==> config.mk <==
export PLATFORM = sky130hd
export DESIGN_NAME = branch_resolve
export DESIGN_NICKNAME = d
export VERILOG_FILES = /design/src/rtl/branch_resolve_pkg.sv /design/src/rtl/branch_resolve_cmp.sv /design/src/rtl/branch_resolve.sv
export SDC_FILE = /design/constraint.sdc
export NUM_CORES = 1
export LEC_CHECK = 0
export CELL_PAD_IN_SITES_DETAIL_PLACEMENT = 1
export CELL_PAD_IN_SITES_GLOBAL_PLACEMENT = 1
export CORE_MARGIN = 10
export CORE_UTILIZATION = 25
export CTS_CLUSTER_DIAMETER = 50
export DETAILED_ROUTE_END_ITERATION = 10
export PLACE_DENSITY = 0.67
export SETUP_SLACK_MARGIN = 0.4
export SLEW_MARGIN = 20
export SYNTH_ARGS = -nofsm -noshare
export SYNTH_HDL_FRONTEND = slang
export SYNTH_SLANG_ARGS = --single-unit
==> constraint.sdc <==
create_clock -name clk -period 8.22 [get_ports clk]
set_input_delay 1.644 -clock clk [delete_from_list [all_inputs] [get_ports clk]]
set_output_delay 1.644 -clock clk [all_outputs]
set_load 0.01 [all_outputs]
==> src/rtl/branch_resolve_pkg.sv <==
// Shared encodings for the execute-stage branch resolution unit:
// instruction kinds, branch condition codes and resolver states.
package branch_resolve_pkg;

   typedef enum logic [1:0] {
      KindNone   = 2'b00,
      KindBranch = 2'b01,
      KindJal    = 2'b10,
      KindJalr   = 2'b11
   } ex_kind_e;

   localparam logic [2:0] F3Beq  = 3'b000;
   localparam logic [2:0] F3Bne  = 3'b001;
   localparam logic [2:0] F3Blt  = 3'b100;
   localparam logic [2:0] F3Bge  = 3'b101;
   localparam logic [2:0] F3Bltu = 3'b110;
   localparam logic [2:0] F3Bgeu = 3'b111;

   localparam logic [31:0] Zero = 32'd0;

   typedef enum logic {
      StIdle  = 1'b0,
      StFlush = 1'b1
   } state_e;

endpackage

==> src/rtl/branch_resolve_cmp.sv <==
// Combinational branch condition evaluator: funct3 and two operands in, taken out.
module branch_cmp
   import branch_resolve_pkg::*;
(
   input  logic [2:0]  funct3,
   input  logic [31:0] rs1,
   input  logic [31:0] rs2,
   output logic        taken
);

   always_comb begin
      taken = 1'b0;
      case (funct3)
         F3Beq:   taken = (rs1 == rs2);
         F3Bne:   taken = (rs1 != rs2);
         F3Blt:   taken = ($signed(rs1) < $signed(rs2));
         F3Bge:   taken = ($signed(rs1) >= $signed(rs2));
         F3Bltu:  taken = (rs1 < rs2);
         F3Bgeu:  taken = (rs1 >= rs2);
         default: taken = 1'b0;
      endcase
   end

endmodule

==> src/rtl/branch_resolve.sv <==
// Execute-stage branch resolution: predictor training, redirect on mispredict,
// wrong-path squash window and saturating branch/mispredict counters.
module branch_resolve
   import branch_resolve_pkg::*;
#(
   parameter int unsigned SQUASH_CYCLES = 2,
   parameter int unsigned CNT_W         = 32
) (
   input  logic             clk,
   input  logic             rst,
   input  logic             ex_valid,
   input  logic             stall_in,
   input  logic [1:0]       ex_kind,
   input  logic [2:0]       ex_funct3,
   input  logic [31:0]      ex_pc,
   input  logic [31:0]      ex_pred_pc,
   input  logic [31:0]      rs1_val,
   input  logic [31:0]      rs2_val,
   input  logic [31:0]      imm,
   output logic             branch_flag,
   output logic             branch_taken,
   output logic [31:0]      branch_pc,
   output logic [31:0]      btb_target,
   output logic             jump_flag,
   output logic [31:0]      branch_to,
   output logic             squash,
   output logic [CNT_W-1:0] branch_cnt,
   output logic [CNT_W-1:0] miss_cnt
);

   localparam int unsigned FlushW = (SQUASH_CYCLES > 1) ? $clog2(SQUASH_CYCLES + 1) : 1;
   localparam logic [FlushW-1:0] FlushLoad = FlushW'(SQUASH_CYCLES);
   localparam logic [FlushW-1:0] FlushOne  = FlushW'(1);
   localparam logic [CNT_W-1:0]  CntOne    = {{(CNT_W-1){1'b0}}, 1'b1};

   state_e            state_q;
   logic [FlushW-1:0] flush_q;

   logic              cond_taken, taken, accept, trains, redirect;
   logic [31:0]       pc_target, jalr_target, target, actual_next;

   logic              branch_flag_q, branch_taken_q, jump_flag_q;
   logic [31:0]       branch_pc_q, btb_target_q, branch_to_q;
   logic [CNT_W-1:0]  branch_cnt_q, miss_cnt_q;

   branch_cmp u_cmp (
      .funct3 (ex_funct3),
      .rs1    (rs1_val),
      .rs2    (rs2_val),
      .taken  (cond_taken)
   );

   always_comb begin
      pc_target   = ex_pc + imm;
      jalr_target = (rs1_val + imm) & ~32'd1;
      target      = (ex_kind == KindJalr) ? jalr_target : pc_target;
      taken       = (ex_kind == KindBranch) ? cond_taken : 1'b1;
      actual_next = taken ? target : ex_pc + 32'd4;
      accept      = ex_valid && !stall_in && (ex_kind != KindNone) && (state_q == StIdle);
      // jalr targets are data-dependent, so they never train the BTB
      trains      = (ex_kind == KindBranch) || (ex_kind == KindJal);
      redirect    = accept && (actual_next != ex_pred_pc);
   end

   always_ff @(posedge clk) begin
      if (rst) begin
         branch_flag_q  <= 1'b0;
         branch_taken_q <= 1'b0;
         jump_flag_q    <= 1'b0;
         branch_pc_q    <= Zero;
         btb_target_q   <= Zero;
         branch_to_q    <= Zero;
         branch_cnt_q   <= '0;
         miss_cnt_q     <= '0;
      end else begin
         branch_flag_q <= accept && trains;
         jump_flag_q   <= redirect;
         if (accept && trains) begin
            branch_taken_q <= taken;
            branch_pc_q    <= ex_pc;
            btb_target_q   <= pc_target;
         end
         if (redirect) begin
            branch_to_q <= actual_next;
            if (miss_cnt_q != '1) miss_cnt_q <= miss_cnt_q + CntOne;
         end
         if (accept && (branch_cnt_q != '1)) branch_cnt_q <= branch_cnt_q + CntOne;
      end
   end

   always_ff @(posedge clk) begin
      if (rst) begin
         state_q <= StIdle;
         flush_q <= '0;
      end else begin
         case (state_q)
            StIdle: begin
               if (redirect && (SQUASH_CYCLES != 0)) begin
                  state_q <= StFlush;
                  flush_q <= FlushLoad;
               end
            end
            StFlush: begin
               flush_q <= flush_q - FlushOne;
               if (flush_q == FlushOne) state_q <= StIdle;
            end
            default: state_q <= StIdle;
         endcase
      end
   end

   assign branch_flag  = branch_flag_q;
   assign branch_taken = branch_taken_q;
   assign branch_pc    = branch_pc_q;
   assign btb_target   = btb_target_q;
   assign jump_flag    = jump_flag_q;
   assign branch_to    = branch_to_q;
   assign squash       = (state_q == StFlush);
   assign branch_cnt   = branch_cnt_q;
   assign miss_cnt     = miss_cnt_q;

endmodule

### Word level (Yosys, flattened, before mapping)

Index checks and enable logic that the tools add are counted.

* $add $sub $neg: 6
* $lt $le $gt $ge: 4
* equality and inequality tests: 15
* muxes and demuxes: 9
* bitwise logic cells: 1
* reduce and logical (&&, ||, !) cells: 11

Operator list (count)
* adder 32 x 1 -> 32 bit, second input constant: 2
* adder 32 bit: 2
* >= comparator 32 bit: 2
* < comparator 32 bit: 2
* 2-to-1 mux 32 bit: 2
* != test 32 bit: 2
* != test 32 bit, second input constant: 2
* adder 32 x 3 -> 32 bit, second input constant: 1
* equality test 32 bit: 1
* equality test 3 bit, second input constant: 4
* logical AND 1 bit: 6
* case mux 1 bit (6 select lines): 1
* equality test 2 x 1 -> 1 bit, second input constant: 2
* equality test 2 bit, second input constant: 2
* case mux 2 bit (2 select lines): 1
* equality test 3 x 1 -> 1 bit, second input constant: 1
* zero test 3 bit: 1
* 2-to-1 mux 1 bit: 3
* 2-to-1 mux 2 bit: 1
* != test 2 bit, second input constant: 1
* case mux 1 bit (2 select lines): 1
* AND reduction 2 bit: 1
* nonzero test 2 bit: 1
* subtractor 2 x 1 -> 2 bit, second input constant: 1
* 3 further kinds: 3

* register bits after elaboration: 166
* bits of input ports: 169
* logic and storage cells: 56

### Logic depth before layout (Yosys ltp)

Gate-level depths: netlist (run 1).

* word-level depth: 8
* gate-level depth with buffers: 22
* depth with buffers taken out: 16

### By module

From an unflattened synthesis (run 1), not the netlist that was laid out.

* cells, all modules: 1767
* area, all modules: 13151.4 µm²

Modules (own cells, without submodules)
* branch_resolve: times used 1, cells each 1639, area each 12228.0 µm²
* branch_cmp: times used 1, cells each 128, area each 923.4 µm²

### Worst setup path before layout (run 1)

Ideal clock, no wire load.

* path kind: input to register
* start: input rs1_val[2]
* end: register miss_cnt_q[0], in the netlist miss_cnt[0]
* library setup time: 0.123 ns
* arrival: 5.416 ns
* required time: 8.097 ns
* slack: 2.681 ns
* stages on the path: 17
* buffers on the path: 2
* cell sequence: ha_1 nand4_1 a211o_1 a2111oi_2 nor4b_2 o31ai_2 o21ai_0 xnor2_1 nand2_1 o21ai_0 or4b_2 a32oi_1 and4_1 buf_6 buf_8 nor3_1 mux2_1

* longest elaborated chain between the ends: 7
* elaborated cells between the ends (all ways): 14
* classes of those cells: add/sub (1); order compare (4); eq/ne (3); mux (4); reduce/logical (2)

RTL lines
* start, declared: line branch_resolve.sv:17 `input logic [31:0] rs1_val,`
* >= comparator 32 bit (tied with other cells): line branch_resolve_cmp.sv:19 `F3Bgeu: taken = (rs1 >= rs2);`
* case mux 1 bit (6 select lines): line branch_resolve_cmp.sv:13 `case (funct3)`
* 2-to-1 mux 1 bit: line branch_resolve.sv:57 `taken = (ex_kind == KindBranch) ? cond_taken : 1'b1;`
* 2-to-1 mux 32 bit *: line branch_resolve.sv:58 `actual_next = taken ? target : ex_pc + 32'd4;`
* != test 32 bit *: line branch_resolve.sv:62 `redirect = accept && (actual_next != ex_pred_pc);`
* logical AND 1 bit *: line branch_resolve.sv:62
* AND reduction 2 bit (no source line) *
* end signal, assigned: line branch_resolve.sv:85 `if (miss_cnt_q != '1) miss_cnt_q <= miss_cnt_q + CntOne;`
* end, declared: line branch_resolve.sv:44 `logic [CNT_W-1:0] branch_cnt_q, miss_cnt_q;`

Every way passes the cells marked *; elsewhere a longest branch is shown, timed or not.
A chain may end at the register's enable or synchronous reset.

### Worst setup path in the final report (run 1)

* start: input rs1_val[25]
* end: register miss_cnt_q[0], in the netlist miss_cnt[0]

Same word-level chain as after synthesis.

==> impl_results.md, run 1 <==
* Synth Warn # at 0
* Total GRT Usage at 0.194
* Routed len/inst at roughly 23 µm
* Initial antenna violation count at 8
* Area taken by multi-input logic gates at just over 9000 µm²
* Final worst path period need at 7.17 ns
* Pwr dens at 146 nW/µm²
* Max cap viols at 0
* Hold Crit Class: reg -> reg
* Slew Limit Fails at 0
* Gpl congestion at 0.878
* Leakage dissipation at about 0.0065 µW
* First-pass GRT wire length at between 90000 and 100000 µm
* Netlist Area Pre-Place at 13200 µm²
* Setup TNS after final layout at 0 ns
* Status: finished, final reports clean
* CTS tree: yes
* Final setup fails at 0
* Gate power share at 0.331
* Core area at 52400 µm²
* Layout Cells excl Fill at around 2700
* Internal at between 1500 and 2000 µW
* Sink Count at around 170
* Num CTS Buffers at 17
* Starting density of the core at 0.252
* Share of post-route cells with drive strength above 1 at 0.0551
* P_sw at roughly 960 µW
* Arrival @ worst endpoint at between 7 and 8 ns
* Vias post-DR at 14400
* Worst Path Required at 8.61 ns
* Syn Nets at approximately 2000
* Clock Path Buffers at 2
* Initial DRC Count at roughly 810
* Max H-tree Level at 4
* Largest area contributor in the netlist: dfxtp_1
* Top cell type's share of synthesized area at 0.251
* Die area at around 63000 µm²
* Max IR drop VDD at between 0.15 and 0.2 mV
* Final wirelength at roughly 63000 µm
* Synth area leaders: dfxtp_1 25%, ha_1 9.5%, nand2_1 7.0%, a21oi_1 7.0%, xor2_1 4.4%
* CP Capture Type: flip-flop
* Vias/cell at roughly 5.3
* FF+latch count, synth at 166
* # DRC at 0
* Buffers on Ports at ~330
* Cts hold-fix bufs at 0
* Final worst-path cycle share at 0.873
* Hpwl dp at roughly 50000 µm
* Ys flop type: dfxtp_1
* Placed Cells at between 2000 and 3000
* CP Class: in -> reg
* Seq pwr share at 0.325
* GRT overflow at 0
* Sequential fraction of the synthesis area at 0.251
* Top Ports at 333
* Post-synth EDFFs at 0
* Synthesized area per cell at around 7.6 µm²
* Post-route ant nets at 0
* Pin count of the biggest net entering global routing at 96
* CTS resizes at 0
* Clock Latency Late Sink at between 0.4 and 0.5 ns
* Syn Inst Count at 1743
* Setup bufs post-CTS at 0
* Vias in the first global route at roughly 15000
* CP max FO at 65
* # fillers at 6249
* Row Count at 84
* Clock share of power at 0.343
* Slew of the pin with the lowest slew margin at 1.08 ns
* Fmax at approximately 0.14 GHz
* Die W at around 250 µm
* DRT Pass-1 Iters at 4
* Die Ht at about 250 µm
* Unique cell type count in the Yosys netlist at between 80 and 90
* Post-layout nets at between 2000 and 2500
* Critical Path Source Type: primary input
* Finished Core Util at 0.339
* Slew headroom at 0.279
* Endpoints failing hold at 0
* RSZ-0062 raised after global routing: no
* Switching Fraction at 0.368
* Reg area at roughly 3300 µm²
* FFs w/ async S/R, synth at 0
* Clock transition at path regs at about 0.080 ns
* Hold_ws at around 0.45 ns
* Clk_skew at about 0.0094 ns
* Area Growth Syn to Fin at 34.5%
* Clock root buffer: clkbuf_16
area by class of cell:
type                    count  share of cell area
diodes                      2            0.000281
clock buffers              17              0.0239
clock inverters            15              0.0120
inverters                  52              0.0110
multi-input cells        1440               0.525
flip-flops and latches    166               0.187
well taps                 688              0.0484
repair buffers            343               0.192
placed cells by master (no fill, tap or decap), drive strengths merged, types with 7 or more instances in the layout:
cell type / synthesis / layout
clkbuf: 66 / 17
or3: 28 / 28
a31oi: 17 / 17
mux2i: 26 / 26
xor2: 66 / 66
o211ai: 18 / 18
o2111ai: 8 / 8
a21oi: 185 / 185
nor3: 32 / 32
and4: 11 / 11
a211oi: 24 / 24
buf: 19 / 12
and2: 12 / 12
o21ai: 101 / 101
nand2b: 13 / 13
nand3: 70 / 70
o21a: 11 / 11
xnor2: 59 / 59
or2: 7 / 7
ha: 100 / 100
or4: 12 / 12
clkdlybuf4s50: 0 / 331
nor4: 16 / 16
o221ai: 7 / 7
nor3b: 11 / 11
nor2b: 25 / 25
nand4: 45 / 45
mux2: 22 / 22
nor2: 129 / 129
a31o: 9 / 9
nand2: 246 / 246
dfxtp: 166 / 166
a21o: 26 / 26
inv: 52 / 57
and3: 31 / 31
flip-flops by register name, indices dropped and copies added, names as in the netlist:
signal / count
branch_cnt: 32
flush_q: 2
jump_flag: 1
squash: 1
miss_cnt: 32
branch_flag: 1
branch_taken: 1
branch_pc: 32
branch_to: 32
btb_target: 32
stage by stage:
| step | power, µW | worst slack, ns | cell area, µm² |
|---|---|---|---|
| 3_5_place_dp | 1720 | 0.550 | 17100 |
| 2_1_floorplan | 1350 | 2.68 | 13200 |
| 5_1_grt | 2740 | 0.681 | 17800 |
| 6_report | 2610 | 1.05 | 17800 |
| 4_1_cts | 2630 | 1.08 | 17800 |
| 3_3_place_gp | 1710 | 0.711 | 17100 |
power groups by stage:
stage          Combinational (µW)  Clock [µW]  Sequential (µW)
2_1_floorplan                 475           0              874
3_3_place_gp                  842           0              866
3_5_place_dp                  855           0              868
4_1_cts                       859         924              849
5_1_grt                       936         950              852
6_report                      864         894              848
synthesized netlist by cell type, drive strengths merged (18+ instances only):
library cell and instances:
a21o 26, nand3 70, inv 52, buf 19, and3 31, nor2 129, nor2b 25, xor2 66
nand4 45, a211oi 24, o211ai 18, mux2i 26, nand2 246, xnor2 59, o21ai 101, a21oi 185
or3 28, dfxtp 166, mux2 22, nor3 32, ha 100, clkbuf 66
metal layers:
layer | wire [µm] | global-route usage | part of all wire | vias to the layer above
met5 | 63 | 0 | 0.0010 | -
met4 | 1030 | 0.0504 | 0.016 | 12
met3 | 3840 | 0.0544 | 0.061 | 61
met2 | 29600 | 0.325 | 0.47 | 331
met1 | 28100 | 0.238 | 0.45 | 7099
li1 | - | - | - | 6882
cell families (layout without fill, tap and decap cells):
| family | count (synthesis) | count (layout) | share of synthesized area |
|---|---|---|---|
| AO/OA/AOI/OAI | 465 | 465 | 0.224 |
| XOR/XNOR | 126 | 126 | 0.0846 |
| adder cells (fa/ha/maj) | 102 | 102 | 0.0976 |
| buffers and inverters | 137 | 427 | 0.0433 |
| flip-flops | 166 | 166 | 0.251 |
| multiplexers | 48 | 48 | 0.0384 |
| other | 0 | 2 | 0 |
| AND/OR/NAND/NOR | 699 | 699 | 0.261 |
worst paths after layout:
| kind | startpoint | to | slack [ns] | depth (start not counted) |
|---|---|---|---|---|
| setup / recovery | rs1_val[25] | miss_cnt[0]$_SDFFE_PP0P_ | 1.05 | 17 |
| hold / removal | branch_to[7]$_SDFFE_PP0P_ | branch_to[7]$_SDFFE_PP0P_ | 0.45 | 2 |
| setup reg to reg | squash$_SDFF_PP0_ | branch_cnt[28]$_SDFFE_PP0P_ | 4.06 | 9 |
| hold reg to reg | branch_to[7]$_SDFFE_PP0P_ | branch_to[7]$_SDFFE_PP0P_ | 0.45 | 2 |
critical path, cell delays in order:
cell and delay (ns):
clkdlybuf4s50_1 0.48, ha_1 0.33, nand4_1 0.26, nor4_4 0.67
a31oi_1 0.23, and3_1 0.31, and2_4 0.18, a21oi_4 0.73
mux2i_1 0.57, xor2_1 0.19, a211oi_1 0.28, nand4b_1 0.15
nor4_2 0.29, and4_2 0.40, buf_12 0.29, nor3_1 0.14
mux2_1 0.35
(Power assumes the default switching activity.)
==> run 2, diff against run 1 <==
- CELL_PAD_IN_SITES_DETAIL_PLACEMENT: 1 -> not set
- CELL_PAD_IN_SITES_GLOBAL_PLACEMENT: 1 -> not set
- DONT_BUFFER_PORTS: not set -> 1
- PLACE_DENSITY: 0.67 -> 0.47
- clock period: 8.22 -> 6.2 ns (I/O delays scaled with it)
==> impl_results.md, run 2 (same netlist as run 1, synthesis figures left out) <==
* # fillers at 5657
* Final Cell Area at around 15000 µm²
* CP max FO at 42
* Seq pwr share at 0.364
* Antenna Cells at 0
* Worst Path Required at 6.62 ns
* Clk_skew at 0.0115 ns
* Met2 Usage GRT at 0.291
* Met3 Usage GRT at 0.0790
* Starting density of the core at 0.252
* CP Class: in -> reg
* Clock Latency Late Sink at 0.51 ns
* Slew of the pin with the lowest slew margin at between 1 and 1.5 ns
* Most common cell after layout, fill and taps aside: nand2_1
* First-pass GRT wire length at ~85000 µm
* Internal at about 2000 µW
* RSZ-0062 raised after global routing: no
* Hold Path Origin: branch_pc[25]$_SDFFE_PP0P_
* Clock share of power at 0.368
* P_sw at 1180 µW
* GR peak layer: met2
* CP Capture Type: flip-flop
* Setup bufs post-CTS at 0
* Gpl congestion at 0.896
* # DRC at 0
* Vias post-DR at about 13000
* Slew headroom at 0.328
* Die W at 250 µm
* Die Ht at 250 µm
* GRT overflow at 0
* Clock transition at path regs at around 0.08 ns
* Cts hold-fix bufs at 0
* Finished Core Util at 0.278
* Pwr dens at roughly 220 nW/µm²
* Endpoints failing hold at 0
* Share of post-route cells with drive strength above 1 at 0.0750
* Initial antenna violation count at 2
* Total GRT Usage at 0.180
* Worst setup startpoint: rs2_val[15]
* Hold depth at 2
* Reg-to-Reg Start: squash$_SDFF_PP0_
* Met1 GRT Util at 0.215
* Status: finished, final reports clean
* Sink Count at approximately 170
* Final worst path period need at 5.41 ns
* Hold endpoint: branch_pc[25]$_SDFFE_PP0P_
* Final wirelength at 58500 µm
* Initial DRC Count at slightly above 1000
* CTS tree: yes
* Num CTS Buffers at 17
* Vias in the first global route at 12400
* Switching Fraction at 0.369
* DRT Pass-1 Iters at 6
* Worst R2R End: branch_cnt[29]$_SDFFE_PP0P_
* Clock root buffer: clkbuf_16
* Arrival @ worst endpoint at ~5.8 ns
* Routed len/inst at between 20 and 25 µm
* Final worst-path cycle share at 0.872
* Reg2Reg Depth at 9
* Fmax at between 0.15 and 0.2 GHz
* Row Count at between 80 and 90
* Hpwl dp at between 40000 and 50000 µm
* R2R setup slack at between 2 and 3 ns
* Max H-tree Level at 4
* Final setup fails at 0
* Placed Area at 14000 µm²
* Area Growth Syn to Fin at 10.3%
* Die area at roughly 63000 µm²
* Post-route ant nets at 0
* Max IR drop VDD at 0.229 mV
* Hold Crit Class: reg -> reg
* Commonest non-fill, non-tap cells in the layout: 245 x nand2_1, 184 x a21oi_1, 166 x dfxtp_1
* Pin count of the biggest net entering global routing at 177
* Top Ports at 333
* Leakage dissipation at around 0.0054 µW
* Gate power share at 0.268
* Vias/cell at approximately 5.4
* Max cap viols at 0
* Post-layout nets at just under 2000
* Setup TNS after final layout at 0 ns
* Clock Path Buffers at 2
* Core area at between 50000 and 60000 µm²
* Slew Limit Fails at 0
* Critical Path Source Type: primary input
* CTS resizes at 0
* Buffers on Ports at 0
-- run 2: cell types whose count changed in the layout (fill, tap and decap cells not counted), sizes merged --
| cell | delta |
|---|---|
| clkdlybuf4s50 | -331 |
| inv | +1 |
| buf | +17 |
| diode | -2 |
| bufinv | -1 |
-- run 2: area by class of cell --
cell class / count / area (µm²) / share of cell area
clock inverters: 15 / 205 / 0.0141
clock buffers: 17 / 425 / 0.0292
inverters: 52 / 195 / 0.0134
multi-input cells: 1440 / 9340 / 0.641
repair buffers: 29 / 230 / 0.0158
well taps: 688 / 861 / 0.0590
flip-flops and latches: 166 / 3320 / 0.228
-- run 2: metrics by stage --
stage / total power [µW] / cells / hold WS [ns] / worst slack [ns]
after CTS: 3240 / 2407 / 0.513 / 0.813
after detailed placement: 2040 / 2375 / 0.501 / 0.291
after global routing: 3380 / 2407 / 0.531 / 0.424
after floorplan: 1790 / 1743 / 0.473 / 1.06
after global placement: 2030 / 2375 / 0.499 / 0.427
final: 3200 / 2407 / 0.507 / 0.793
-- run 2: worst max-delay path by stage --
stage / slack, ns / cells after the start / endpoint
2_1_floorplan: 1.06 / 17 / miss_cnt[0]$_SDFFE_PP0P_
3_3_place_gp: 0.43 / 20 / branch_to[10]$_SDFFE_PP0P_
3_5_place_dp: 0.29 / 20 / branch_to[10]$_SDFFE_PP0P_
4_1_cts: 0.81 / 20 / branch_to[10]$_SDFFE_PP0P_
5_1_grt: 0.42 / 19 / branch_to[20]$_SDFFE_PP0P_
6_report: 0.79 / 19 / branch_to[10]$_SDFFE_PP0P_
-- run 2: power groups by stage --
stage	Sequential (µW)	Clock [µW]	Combinational, µW
after floorplan	1160	0	630
after global placement	1190	0	842
after detailed placement	1190	0	848
after CTS	1170	1230	852
after global routing	1170	1260	947
final	1160	1180	856
-- run 2: critical path: stages --
cell and delay, ns:
inv_1 0.02, ha_1 0.30, nand4_1 0.26, nor4_2 0.55, a31oi_1 0.20, and3_1 0.29
and2_4 0.18, a21oi_4 0.30, buf_4 0.23, mux2_2 0.37, xor2_1 0.15, a211oi_1 0.23
nand4b_1 0.15, nor4_2 0.28, and4_2 0.32, buf_12 0.20, buf_4 0.26, o21ai_0 0.13
a21oi_1 0.15
-- run 2: routing by layer --
metal	up-vias	wire, µm	share of wire
met3	48	5780	0.099
met2	391	26900	0.46
met1	6214	24700	0.42
li1	6270	-	-
met4	4	1110	0.019
met5	-	31	0.00053
==> run 3, diff against run 2 <==
- CORE_UTILIZATION: 25 -> 59
- PLACE_DENSITY: 0.47 -> 0.85
==> impl_results.md, run 3 (same netlist as run 1, synthesis figures left out) <==
* CP top delay family: simple AND/OR/NAND/NOR gates
* Starting density of the core at 0.602
* Max cap viols at 0
* Area Growth Syn to Fin at 6.58%
* Reg area at around 3300 µm²
* CTS tree: yes
* Share of post-route cells with drive strength above 1 at 0.0773
* Internal at 1990 µW
* Final wirelength at roughly 48000 µm
* Reg-to-Reg Start: squash$_SDFF_PP0_
* Clock Path Buffers at 2
* Clock Latency Late Sink at around 0.45 ns
* Max IR drop VDD at about 0.16 mV
* Setup bufs post-CTS at 0
* Vias/cell at 6.70
* Placed Area at between 10000 and 15000 µm²
* Cell with the largest stage delay on the worst path: mux2i_2
* P_sw at roughly 1100 µW
* R2R setup slack at between 2 and 3 ns
* Final worst path period need at roughly 5.6 ns
* Vias in the first global route at ~13000
* Slew Limit Fails at 0
* CP Capture Type: flip-flop
* CP Class: in -> reg
* Clock root buffer: clkbuf_16
* GRT overflow at 0
* First-pass GRT wire length at between 70000 and 80000 µm
* Most common cell after layout, fill and taps aside: nand2_1
* DRT Pass-1 Iters at 8
* Leakage dissipation at 0.00541 µW
* Gate power share at 0.272
* Clk_skew at 0.0149 ns
* Core area at approximately 22000 µm²
* Buffers & Inverters on Critical Path at 4
* Total GRT Usage at 0.319
* Final setup fails at 0
* Setup TNS after final layout at 0 ns
* Hpwl dp at between 30000 and 40000 µm
* Pin count of the biggest net entering global routing at about 180
* Setup crit end: miss_cnt[0]$_SDFFE_PP0P_
* Gpl congestion at roughly 0.98
* Arrival @ worst endpoint at 5.89 ns
* Final worst-path cycle share at 0.896
* Die area at between 20000 and 30000 µm²
* Slew of the pin with the lowest slew margin at roughly 0.80 ns
* Critical Path Source Type: primary input
* Buffers on Ports at 0
* Vias post-DR at approximately 13000
* Commonest non-fill, non-tap cells in the layout: 245 x nand2_1, 184 x a21oi_1, 166 x dfxtp_1
* Slew headroom at 0.463
* Post-layout nets at slightly below 2000
* Hold Crit Class: reg -> reg
* Initial DRC Count at roughly 1700
* Row Count at 54
* CP max FO at 67
* Switching Fraction at 0.363
* Clock share of power at 0.357
* WP depth at 19
* Die Ht at roughly 170 µm
* Critical-path cell list: inv_1 -> ha_1 -> nand4_1 -> nor4_4 -> buf_4 -> nand2_1 -> o21a_1 -> and3_1 -> a21oi_4 -> buf_4 -> mux2i_2 -> xnor2_1 -> a311oi_1 -> nand4_1 -> nor4_2 -> and4_2 -> buf_12 -> nor3_1 -> mux2_1
* Clock transition at path regs at around 0.07 ns
* # DRC at 0
* Pwr dens at around 220 nW/µm²
* Top Ports at about 330
* Worst R2R End: branch_cnt[27]$_SDFFE_PP0P_
* Cts hold-fix bufs at 0
* Post-route ant nets at 0
* Fmax at around 0.18 GHz
* Sink Count at 166
* Worst Path Required at between 6 and 7 ns
* Endpoints failing hold at 0
* Initial antenna violation count at 2
* Routed len/inst at between 20 and 25 µm
* Max H-tree Level at 4
* Worst setup startpoint: rs2_val[25]
* Crit-path max cell delay at ~0.38 ns
* Seq pwr share at 0.370
* # fillers at around 1900
* Die W at between 150 and 200 µm
* Num CTS Buffers at 17
* Status: finished, final reports clean
* Area taken by multi-input logic gates at 9350 µm²
* Reg2Reg Depth at 9
* Final Cell Area at 14100 µm²
* RSZ-0062 raised after global routing: no
==> run 3: changes by cell type in the layout (fill, tap and decap cells not counted), moves of 2 or more <==
cell / change
diode_2: +4
buf_4: +2
clkinv_4: +2
clkinv_8: +2
clkinvlp_4: -2
inv_8: -2
mux2i_1: -2
mux2i_2: +2
==> run 3: stage by stage <==
stage                     std cells  hold slack [ns]   util  total power, µW  worst slack [ns]
after detailed placement       1969            0.498  0.613             2000             0.210
final                          2005            0.507  0.642             3120             0.642
after CTS                      2001            0.510  0.641             3100             0.703
after global routing           2005            0.534  0.642             3250             0.398
after floorplan                1743            0.473      -             1790              1.06
after global placement         1969            0.491  0.613             1990             0.350
==> run 3: worst min-delay path by stage <==
stage | start | end | slack [ns] | cells after the start
finish | branch_pc[10]$_SDFFE_PP0P_ | branch_pc[10]$_SDFFE_PP0P_ | 0.51 | 2
CTS | branch_pc[10]$_SDFFE_PP0P_ | branch_pc[10]$_SDFFE_PP0P_ | 0.51 | 2
global placement | flush_q[0]$_SDFFE_PP0P_ | flush_q[0]$_SDFFE_PP0P_ | 0.49 | 1
global route | branch_pc[28]$_SDFFE_PP0P_ | branch_pc[28]$_SDFFE_PP0P_ | 0.53 | 2
floorplan | branch_to[1]$_SDFFE_PP0P_ | branch_to[1]$_SDFFE_PP0P_ | 0.47 | 2
detailed placement | branch_pc[21]$_SDFFE_PP0P_ | branch_pc[21]$_SDFFE_PP0P_ | 0.50 | 2
==> run 3: layer usage <==
layer  wire, µm  up-vias  track usage
li1           -     6272            -
met1      18200     6281        0.378
met2      22100      775        0.513
met3       6140      107        0.114
met4       1880        0        0.135
met5          0        -            0
==> run 3: power groups by stage <==
stage | clock [µW] | sequential, µW | combinational (µW)
after floorplan | 0 | 1160 | 630
after global placement | 0 | 1180 | 806
after global routing | 1160 | 1160 | 926
after detailed placement | 0 | 1180 | 820
after CTS | 1120 | 1160 | 825
final | 1110 | 1160 | 850
==> run 3: area by class of cell <==
class / count / share of cell area
multi-input combinational: 1440 / 0.663
clock inverter: 15 / 0.0139
antenna: 4 / 0.000710
tap: 280 / 0.0249
timing repair buffer: 31 / 0.0174
clock buffer: 17 / 0.0302
inverter: 52 / 0.0138
sequential: 166 / 0.236
==> run 3: timing repair <==
item | CTS | global route
endpoints found under the setup margin | 0 | 1
resized for setup | 0 | 2
hold endpoints to repair | 0 | 0
==> run 3: worst register-to-register path, delay by kind of cell, from the launching register on <==
family                    cells  cell delay (ns)
DFF                           1             0.45
and+or+nand+nor               8             2.98
xor gates and xnor gates      1             0.15
